--- config.mk ---
export PLATFORM = sky130hd
export DESIGN_NAME = path_mailbox_flat
export DESIGN_NICKNAME = d
export VERILOG_FILES = /design/src/rtl/path_mailbox_pkg.sv /design/src/rtl/path_mailbox_if.sv /design/src/rtl/path_mailbox_slot_file.sv /design/src/rtl/path_mailbox.sv /design/src/flat_wrapper.sv
export SDC_FILE = /design/constraint.sdc
export NUM_CORES = 1
export LEC_CHECK = 0
export CAP_MARGIN = 20
export CELL_PAD_IN_SITES_DETAIL_PLACEMENT = 0
export CELL_PAD_IN_SITES_GLOBAL_PLACEMENT = 2
export CORE_MARGIN = 5
export CORE_UTILIZATION = 26
export CTS_BUF_LIST = sky130_fd_sc_hd__clkbuf_8
export CTS_CLUSTER_SIZE = 8
export DETAILED_ROUTE_END_ITERATION = 16
export GPL_ROUTABILITY_DRIVEN = 1
export HOLD_SLACK_MARGIN = 0.02
export PLACE_DENSITY = 0.93
export SLEW_MARGIN = 20
export SYNTH_ARGS = -nofsm -noshare
export SYNTH_HDL_FRONTEND = slang
export SYNTH_SLANG_ARGS = --single-unit
export TNS_END_PERCENT = 5
--- constraint.sdc ---
create_clock -name clk -period 2.8 [get_ports clk]
set_input_delay 0.56 -clock clk [delete_from_list [all_inputs] [get_ports clk]]
set_output_delay 0.56 -clock clk [all_outputs]
set_load 0.005 [all_outputs]
--- src/rtl/path_mailbox_pkg.sv ---
// rtl/path_mailbox_pkg.sv - shared state encoding and default address map for the path mailbox
package path_mailbox_pkg;

    typedef enum logic [2:0] {
        S_IDLE,
        S_LOAD_SP,
        S_LOAD_EP,
        S_RUN,
        S_DONE,
        S_TOUT
    } state_t;

    localparam logic [31:0] DEF_ARG_BASE    = 32'h0200_0000;
    localparam logic [31:0] DEF_PATH_BASE   = 32'h0200_0010;
    localparam logic [31:0] DEF_LEN_ADDR    = 32'h0200_000C;
    localparam int          DEF_TIMEOUT_CYC = 1_000_000;

endpackage

--- src/rtl/path_mailbox_if.sv ---
// rtl/path_mailbox_if.sv - snooped CPU data-memory writes and the external write port toward the memory mux
interface path_mailbox_if;
    logic        mem_we;
    logic [31:0] mem_adr;
    logic [31:0] mem_wdata;
    logic        ext_active;
    logic        ext_memwrite;
    logic [31:0] ext_dataadr;
    logic [31:0] ext_writedata;

    modport master (
        input  mem_we, mem_adr, mem_wdata,
        output ext_active, ext_memwrite, ext_dataadr, ext_writedata
    );

    modport slave (
        output mem_we, mem_adr, mem_wdata,
        input  ext_active, ext_memwrite, ext_dataadr, ext_writedata
    );
endinterface

--- src/rtl/path_mailbox_slot_file.sv ---
// rtl/path_mailbox_slot_file.sv - path slot storage with word-exact address decode
module path_slot_file
    import path_mailbox_pkg::*;
#(
    parameter int          NODE_W     = 5,
    parameter int          PATH_DEPTH = 8,
    parameter logic [31:0] PATH_BASE  = DEF_PATH_BASE
) (
    input  logic                         clk,
    input  logic                         reset_n,
    input  logic                         i_clear,
    input  logic                         i_we,
    input  logic [31:0]                  i_adr,
    input  logic [NODE_W-1:0]            i_wdata,
    output logic [PATH_DEPTH*NODE_W-1:0] o_nodes
);

    logic [PATH_DEPTH-1:0][NODE_W-1:0] r_slots;

    // A full-width compare per slot rejects misaligned and out-of-range addresses in one step.
    always_ff @(posedge clk or negedge reset_n) begin
        if (!reset_n) begin
            r_slots <= '0;
        end else if (i_clear) begin
            r_slots <= '0;
        end else if (i_we) begin
            for (int i = 0; i < PATH_DEPTH; i++) begin
                if (i_adr == PATH_BASE + 32'(4 * i)) begin
                    r_slots[i] <= i_wdata;
                end
            end
        end
    end

    assign o_nodes = r_slots;

endmodule

--- src/rtl/path_mailbox.sv ---
// rtl/path_mailbox.sv - loads sp/ep into CPU memory, runs the CPU and captures the path it writes back
module path_mailbox
    import path_mailbox_pkg::*;
#(
    parameter int          NODE_W      = 5,
    parameter int          PATH_DEPTH  = 8,
    parameter logic [31:0] ARG_BASE    = DEF_ARG_BASE,
    parameter logic [31:0] PATH_BASE   = DEF_PATH_BASE,
    parameter logic [31:0] LEN_ADDR    = DEF_LEN_ADDR,
    parameter int          TIMEOUT_CYC = DEF_TIMEOUT_CYC
) (
    input  logic                             clk,
    input  logic                             reset_n,
    input  logic                             start,
    input  logic [NODE_W-1:0]                sp,
    input  logic [NODE_W-1:0]                ep,
    input  logic                             ack,
    path_mailbox_if.master                   bus,
    output logic                             cpu_reset,
    output logic [PATH_DEPTH*NODE_W-1:0]     path_nodes,
    output logic [$clog2(PATH_DEPTH+1)-1:0]  path_len,
    output logic                             done,
    output logic                             path_found,
    output logic                             timeout,
    output logic                             busy
);

    localparam int LEN_W = $clog2(PATH_DEPTH + 1);

    state_t             r_state, w_next;
    logic [NODE_W-1:0]  r_sp, r_ep;
    logic [31:0]        r_cnt;
    logic               w_start_ok, w_len_hit, w_tout_hit;
    logic [LEN_W-1:0]   w_len_val;

    assign w_start_ok = (r_state == S_IDLE) && start;
    assign w_len_hit  = (r_state == S_RUN) && bus.mem_we && (bus.mem_adr == LEN_ADDR);
    assign w_tout_hit = (r_state == S_RUN) && (r_cnt == 32'(TIMEOUT_CYC - 1));
    assign w_len_val  = (bus.mem_wdata > 32'(PATH_DEPTH)) ? LEN_W'(PATH_DEPTH)
                                                          : bus.mem_wdata[LEN_W-1:0];

    always_comb begin
        w_next            = r_state;
        cpu_reset         = 1'b1;
        busy              = 1'b0;
        bus.ext_active    = 1'b0;
        bus.ext_memwrite  = 1'b0;
        bus.ext_dataadr   = '0;
        bus.ext_writedata = '0;
        case (r_state)
            S_IDLE: begin
                if (start) w_next = S_LOAD_SP;
            end
            S_LOAD_SP: begin
                busy              = 1'b1;
                bus.ext_active    = 1'b1;
                bus.ext_memwrite  = 1'b1;
                bus.ext_dataadr   = ARG_BASE;
                bus.ext_writedata = 32'(r_sp);
                w_next            = S_LOAD_EP;
            end
            S_LOAD_EP: begin
                busy              = 1'b1;
                bus.ext_active    = 1'b1;
                bus.ext_memwrite  = 1'b1;
                bus.ext_dataadr   = ARG_BASE + 32'd4;
                bus.ext_writedata = 32'(r_ep);
                w_next            = S_RUN;
            end
            S_RUN: begin
                busy      = 1'b1;
                cpu_reset = 1'b0;
                // Completion beats the timeout when both land on the same cycle.
                if (w_len_hit)       w_next = S_DONE;
                else if (w_tout_hit) w_next = S_TOUT;
            end
            S_DONE, S_TOUT: begin
                if (ack) w_next = S_IDLE;
            end
            default: w_next = S_IDLE;
        endcase
    end

    always_ff @(posedge clk or negedge reset_n) begin
        if (!reset_n) begin
            r_state    <= S_IDLE;
            r_sp       <= '0;
            r_ep       <= '0;
            r_cnt      <= '0;
            path_len   <= '0;
            done       <= 1'b0;
            path_found <= 1'b0;
            timeout    <= 1'b0;
        end else begin
            r_state <= w_next;
            r_cnt   <= (r_state == S_RUN) ? r_cnt + 32'd1 : 32'd0;
            if (w_start_ok) begin
                r_sp       <= sp;
                r_ep       <= ep;
                path_len   <= '0;
                done       <= 1'b0;
                path_found <= 1'b0;
                timeout    <= 1'b0;
            end else if (w_len_hit) begin
                path_len   <= w_len_val;
                done       <= 1'b1;
                path_found <= (w_len_val != '0);
            end else if (w_tout_hit) begin
                done    <= 1'b1;
                timeout <= 1'b1;
            end
        end
    end

    path_slot_file #(
        .NODE_W     (NODE_W),
        .PATH_DEPTH (PATH_DEPTH),
        .PATH_BASE  (PATH_BASE)
    ) u_slots (
        .clk     (clk),
        .reset_n (reset_n),
        .i_clear (w_start_ok),
        .i_we    ((r_state == S_RUN) && bus.mem_we),
        .i_adr   (bus.mem_adr),
        .i_wdata (bus.mem_wdata[NODE_W-1:0]),
        .o_nodes (path_nodes)
    );

endmodule

--- src/flat_wrapper.sv ---
// flat-port wrapper written by rule: the top's interface ports become plain ports
module path_mailbox_flat import path_mailbox_pkg::*;
#(
    parameter int          NODE_W      = 5,
    parameter int          PATH_DEPTH  = 8,
    parameter logic [31:0] ARG_BASE    = DEF_ARG_BASE,
    parameter logic [31:0] PATH_BASE   = DEF_PATH_BASE,
    parameter logic [31:0] LEN_ADDR    = DEF_LEN_ADDR,
    parameter int          TIMEOUT_CYC = DEF_TIMEOUT_CYC
)
  (clk, reset_n, start, sp, ep, ack, cpu_reset, path_nodes, path_len, done, path_found, timeout, busy, bus_mem_we, bus_mem_adr, bus_mem_wdata, bus_ext_active, bus_ext_memwrite, bus_ext_dataadr, bus_ext_writedata);
  path_mailbox_if bus_i ();
  input  logic clk;
  input  logic reset_n;
  input  logic start;
  input  logic [NODE_W-1:0] sp;
  input  logic [NODE_W-1:0] ep;
  input  logic ack;
  output logic cpu_reset;
  output logic [PATH_DEPTH*NODE_W-1:0] path_nodes;
  output logic [$clog2(PATH_DEPTH+1)-1:0] path_len;
  output logic done;
  output logic path_found;
  output logic timeout;
  output logic busy;
  input wire logic [$bits(bus_i.mem_we)-1:0] bus_mem_we;
  input wire logic [$bits(bus_i.mem_adr)-1:0] bus_mem_adr;
  input wire logic [$bits(bus_i.mem_wdata)-1:0] bus_mem_wdata;
  output wire logic [$bits(bus_i.ext_active)-1:0] bus_ext_active;
  output wire logic [$bits(bus_i.ext_memwrite)-1:0] bus_ext_memwrite;
  output wire logic [$bits(bus_i.ext_dataadr)-1:0] bus_ext_dataadr;
  output wire logic [$bits(bus_i.ext_writedata)-1:0] bus_ext_writedata;
  assign bus_i.mem_we = bus_mem_we;
  assign bus_i.mem_adr = bus_mem_adr;
  assign bus_i.mem_wdata = bus_mem_wdata;
  assign bus_ext_active = bus_i.ext_active;
  assign bus_ext_memwrite = bus_i.ext_memwrite;
  assign bus_ext_dataadr = bus_i.ext_dataadr;
  assign bus_ext_writedata = bus_i.ext_writedata;
  path_mailbox #(.NODE_W(NODE_W), .PATH_DEPTH(PATH_DEPTH), .ARG_BASE(ARG_BASE), .PATH_BASE(PATH_BASE), .LEN_ADDR(LEN_ADDR), .TIMEOUT_CYC(TIMEOUT_CYC)) u_core (.clk(clk), .reset_n(reset_n), .start(start), .sp(sp), .ep(ep), .ack(ack), .bus(bus_i), .cpu_reset(cpu_reset), .path_nodes(path_nodes), .path_len(path_len), .done(done), .path_found(path_found), .timeout(timeout), .busy(busy));
endmodule
==> impl_metrics.py, run 1 <==
metrics = {
    "placement": {
        "dp.cells": 889,
        "io_buffer_count": 136,
        "place_congestion": 0.775,
        "place_ws_ns": -0.338,
        "hpwl_um": 10500,
    },
    "synthesis": {
        "synthFlopType": "dfrtp_1",
        "yosys-top-cells-area": "dfrtp_1 (47%), buf_4 (9.0%), mux2i_1 (8.3%)",
        "syn_inst": 512,
        "yosys.area_share.adder_pct": 0.254,
        "avgSynthCellArea_um2": 9.62,
        "synth.yosys.seq_area_share_pct": 46.8,
        "synth_top_family_by_area": "simple AND/OR/NAND/NOR gates",
        "synth_seq_cells": 92,
        "synth_area_mm2": 0.00492,
        "synth_warnings": 0,
        "synth_edf_count": 0,
        "synthXorXnorAreaFrac_pct": 5.16,
        "yosys.area_share.simple_pct": 25.1,
        "synth_largest_area_cell": "dfrtp_1",
        "synth.mux.area_fraction_pct": 8.34,
        "synth-compound-area-share_pct": 2.92,
        "async_reset_ff_share_pct": 100,
        "synth_top_area_share_pct": 46.8,
        "yosysUniqueCellTypes": 47,
    },
    "sta": {
        "layout_setup_ws_ns": 0.0895,
        "fmax_mhz": 369,
        "slew_headroom_pct": 53.7,
        "rsz0062_at_grt": "no",
        "setup_viol": 0,
        "fin_crit_ns": 2.71,
        "hold_viol_final": 0,
        "period_share_pct": 96.8,
        "final.setup_skew_ns": 0.0257,
        "drv_slew": 0,
        "worst_pin_slew_ns": 0.694,
    },
    "grt": {
        "grt_pass1_vias": 4092,
        "grt_overflow_total": 0,
        "grt_pass1_wl_um": 21100,
        "antenna_found_initial": 0,
        "gr-usage-all-layers_pct": 12.0,
        "grt_max_degree": 54,
    },
    "final_layout": {
        "instances_no_fill": 905,
        "area_growth_pct": 35.7,
        "layout-drive-gt1-share_pct": 8.20,
        "num_antenna_cells": 0,
        "layout.nets": 746,
    },
    "route": {
        "wirelength_um": 13400,
        "wl_per_cell_um": 14.9,
        "ant_nets": 0,
        "dr_total_vias": 3951,
        "drt_iter0_markers": 153,
        "vias_per_cell": 4.37,
        "drc": 0,
        "dr.pass1.iters": 4,
    },
    "power": {
        "peakVddDrop_mv": 0.196,
        "powerDensity_mw_per_mm2": 433,
        "p_leak_nw": 3.00,
    },
    "critical_path": {
        "critPathLaunchType": "primary input",
        "crit_slowest_cell": "or4_4",
        "cp_max_fo": 5,
        "criticalPathCategory": "in -> reg",
        "end_kind": "flip-flop",
        "cp_top_family": "simple AND/OR/NAND/NOR gates",
        "crit_arrival_ns": 3.00,
        "cp_num_buf_inv": 1,
        "required_ns": 3.09,
        "crit_top_cell": "or4_4",
        "cp_cell_sequence": "clkdlybuf4s50_1, or4_4, or4_4, or3_4, nor3_4, mux2i_1",
        "max_stage_delay_ns": 0.54,
    },
    "min_path": {
        "min-delay-path-class": "in -> async",
    },
    "floorplan": {
        "core_area_mm2": 0.0187,
        "dieHeight_um": 148,
        "die_x_um": 148,
        "io_pins": 194,
        "start_util_pct": 26.3,
        "row_count": 50,
        "dieArea_mm2": 0.0218,
    },
    "run": {
        "maxCapViolCount": 0,
    },
    "clocking": {
        "clock_sinks": 92,
        "post_cts_buffers": 0,
        "cts_tree": "built",
        "cts-root-buf": "clkbuf_8",
        "clockBufferDepth": 2,
        "cts.repair.resized": 0,
        "cts_buffers": 9,
        "htreeDepth": 3,
        "clkTransAtPathRegs_ns": 0.12,
        "hold_buffers": 0,
        "insertion_delay_ns": 0.38,
    },
    "status": {
        "outcome": "complete, no violations",
    },
}
layout by cell type, fill, tap and decap left out, drive strengths merged, types with 2 or more instances in the layout:
cell type      instances
clkdlybuf4s50        135
dfrtp                 92
nand2                 83
nor2                  57
conb                  57
mux2i                 41
buf                   29
nor4                  20
xnor2                 18
nand3                 15
nor3                  15
inv                   14
nand4                 12
xor2                  11
clkbuf                 9
or4                    7
a22oi                  5
or3                    5
nor3b                  4
nor2b                  4
nor4b                  4
o2bb2ai                3
a21oi                  3
and3                   3
o21ai                  3
clkinv                 3
or4b                   2
nand2b                 2
and4                   2
and2                   2
layout make-up:
class	instances	area, µm²
clock inverter	7	65.1
sequential	92	2300
tap	234	293
inverter	11	41.3
fill	1946	12000
timing repair buffer	164	1580
multi-input combinational	388	2280
clock buffer	9	124
cell families (layout without fill, tap and decap cells):
group | after synthesis | after routing
muxes | 41 | 41
other | 1 | 57
DFF | 92 | 92
AOI/OAI and AO/OA | 20 | 20
adders and majority gates | 1 | 1
xor gates and xnor gates | 29 | 29
and+or+nand+nor | 240 | 240
buffers and inverters | 88 | 191
final timing paths:
kind	from	to	slack, ns	depth (start not counted)
setup / recovery	bus_mem_adr[27]	u_core.u_slots.o_nodes[11]	0.09	6
hold / removal	reset_n	u_core.u_slots.o_nodes[23]	0.21	1
setup reg to reg	u_core.r_state[1]	u_core.r_state[1]	0.44	8
hold reg to reg	u_core.r_ep[3]	u_core.r_ep[3]	0.48	2
max in group asynchronous	reset_n	u_core.u_slots.o_nodes[38]	1.93	2
min in group clk	u_core.r_ep[3]	u_core.r_ep[3]	0.48	2
synth_stat cells (all sizes together), types with 2 or more instances:
| cell | n |
|---|---|
| or3 | 5 |
| o21ai | 3 |
| and2 | 2 |
| a22oi | 5 |
| nor3b | 4 |
| inv | 10 |
| dfrtp | 92 |
| nor2b | 4 |
| nand4 | 12 |
| nand3 | 15 |
| nand2 | 83 |
| or4 | 7 |
| nand2b | 2 |
| clkbuf | 15 |
| or4b | 2 |
| and3 | 3 |
| and4 | 2 |
| nor4b | 4 |
| nor4 | 20 |
| buf | 62 |
| xnor2 | 18 |
| mux2i | 41 |
| nor2 | 57 |
| xor2 | 11 |
| nor3 | 15 |
| a21oi | 3 |
| o2bb2ai | 3 |
per-layer routing:
metal / vias up / track usage [%] / wire length (µm)
met4: 0 / 3.49 / 143
met5: - / 0 / 0
met3: 10 / 2.85 / 866
met2: 128 / 20.2 / 6490
li1: 1934 / - / -
met1: 1879 / 15.5 / 5940
through the flow:
step                      util (%)  cell area (µm²)  setup TNS [ns]  hold WS, ns  total power [mW]
after detailed placement      34.7             6490          -12.35        0.464              2.06
after CTS                     35.7             6680               0        0.220              2.95
after floorplan                  -             5130               0        0.264              1.72
final                         35.7             6680               0        0.206              2.90
after global placement        34.7             6490          -11.59        0.460              2.05
after global routing          35.7             6680               0        0.253              3.06
where the power goes:
group          total [mW]  switching, mW  internal (mW)
Clock               0.880          0.535          0.345
Sequential           1.38         0.0287           1.35
Combinational       0.634          0.324          0.309
state kept, by name (all words and copies together), names as in the netlist:
register and count:
u_core.u_slots.o_nodes 40, u_core.r_cnt 32, u_core.r_ep 5, u_core.r_sp 5
u_core.path_len 4, u_core.r_state 3, u_core.done 1, u_core.path_found 1
u_core.timeout 1
Power figures use the tool's default switching activity.
==> run 2: changes to the inputs <==
Settings changed: CAP_MARGIN 20 to 15.
==> results of run 2 <==
The final DEF is identical to that of run 1; final timing and power are the same.
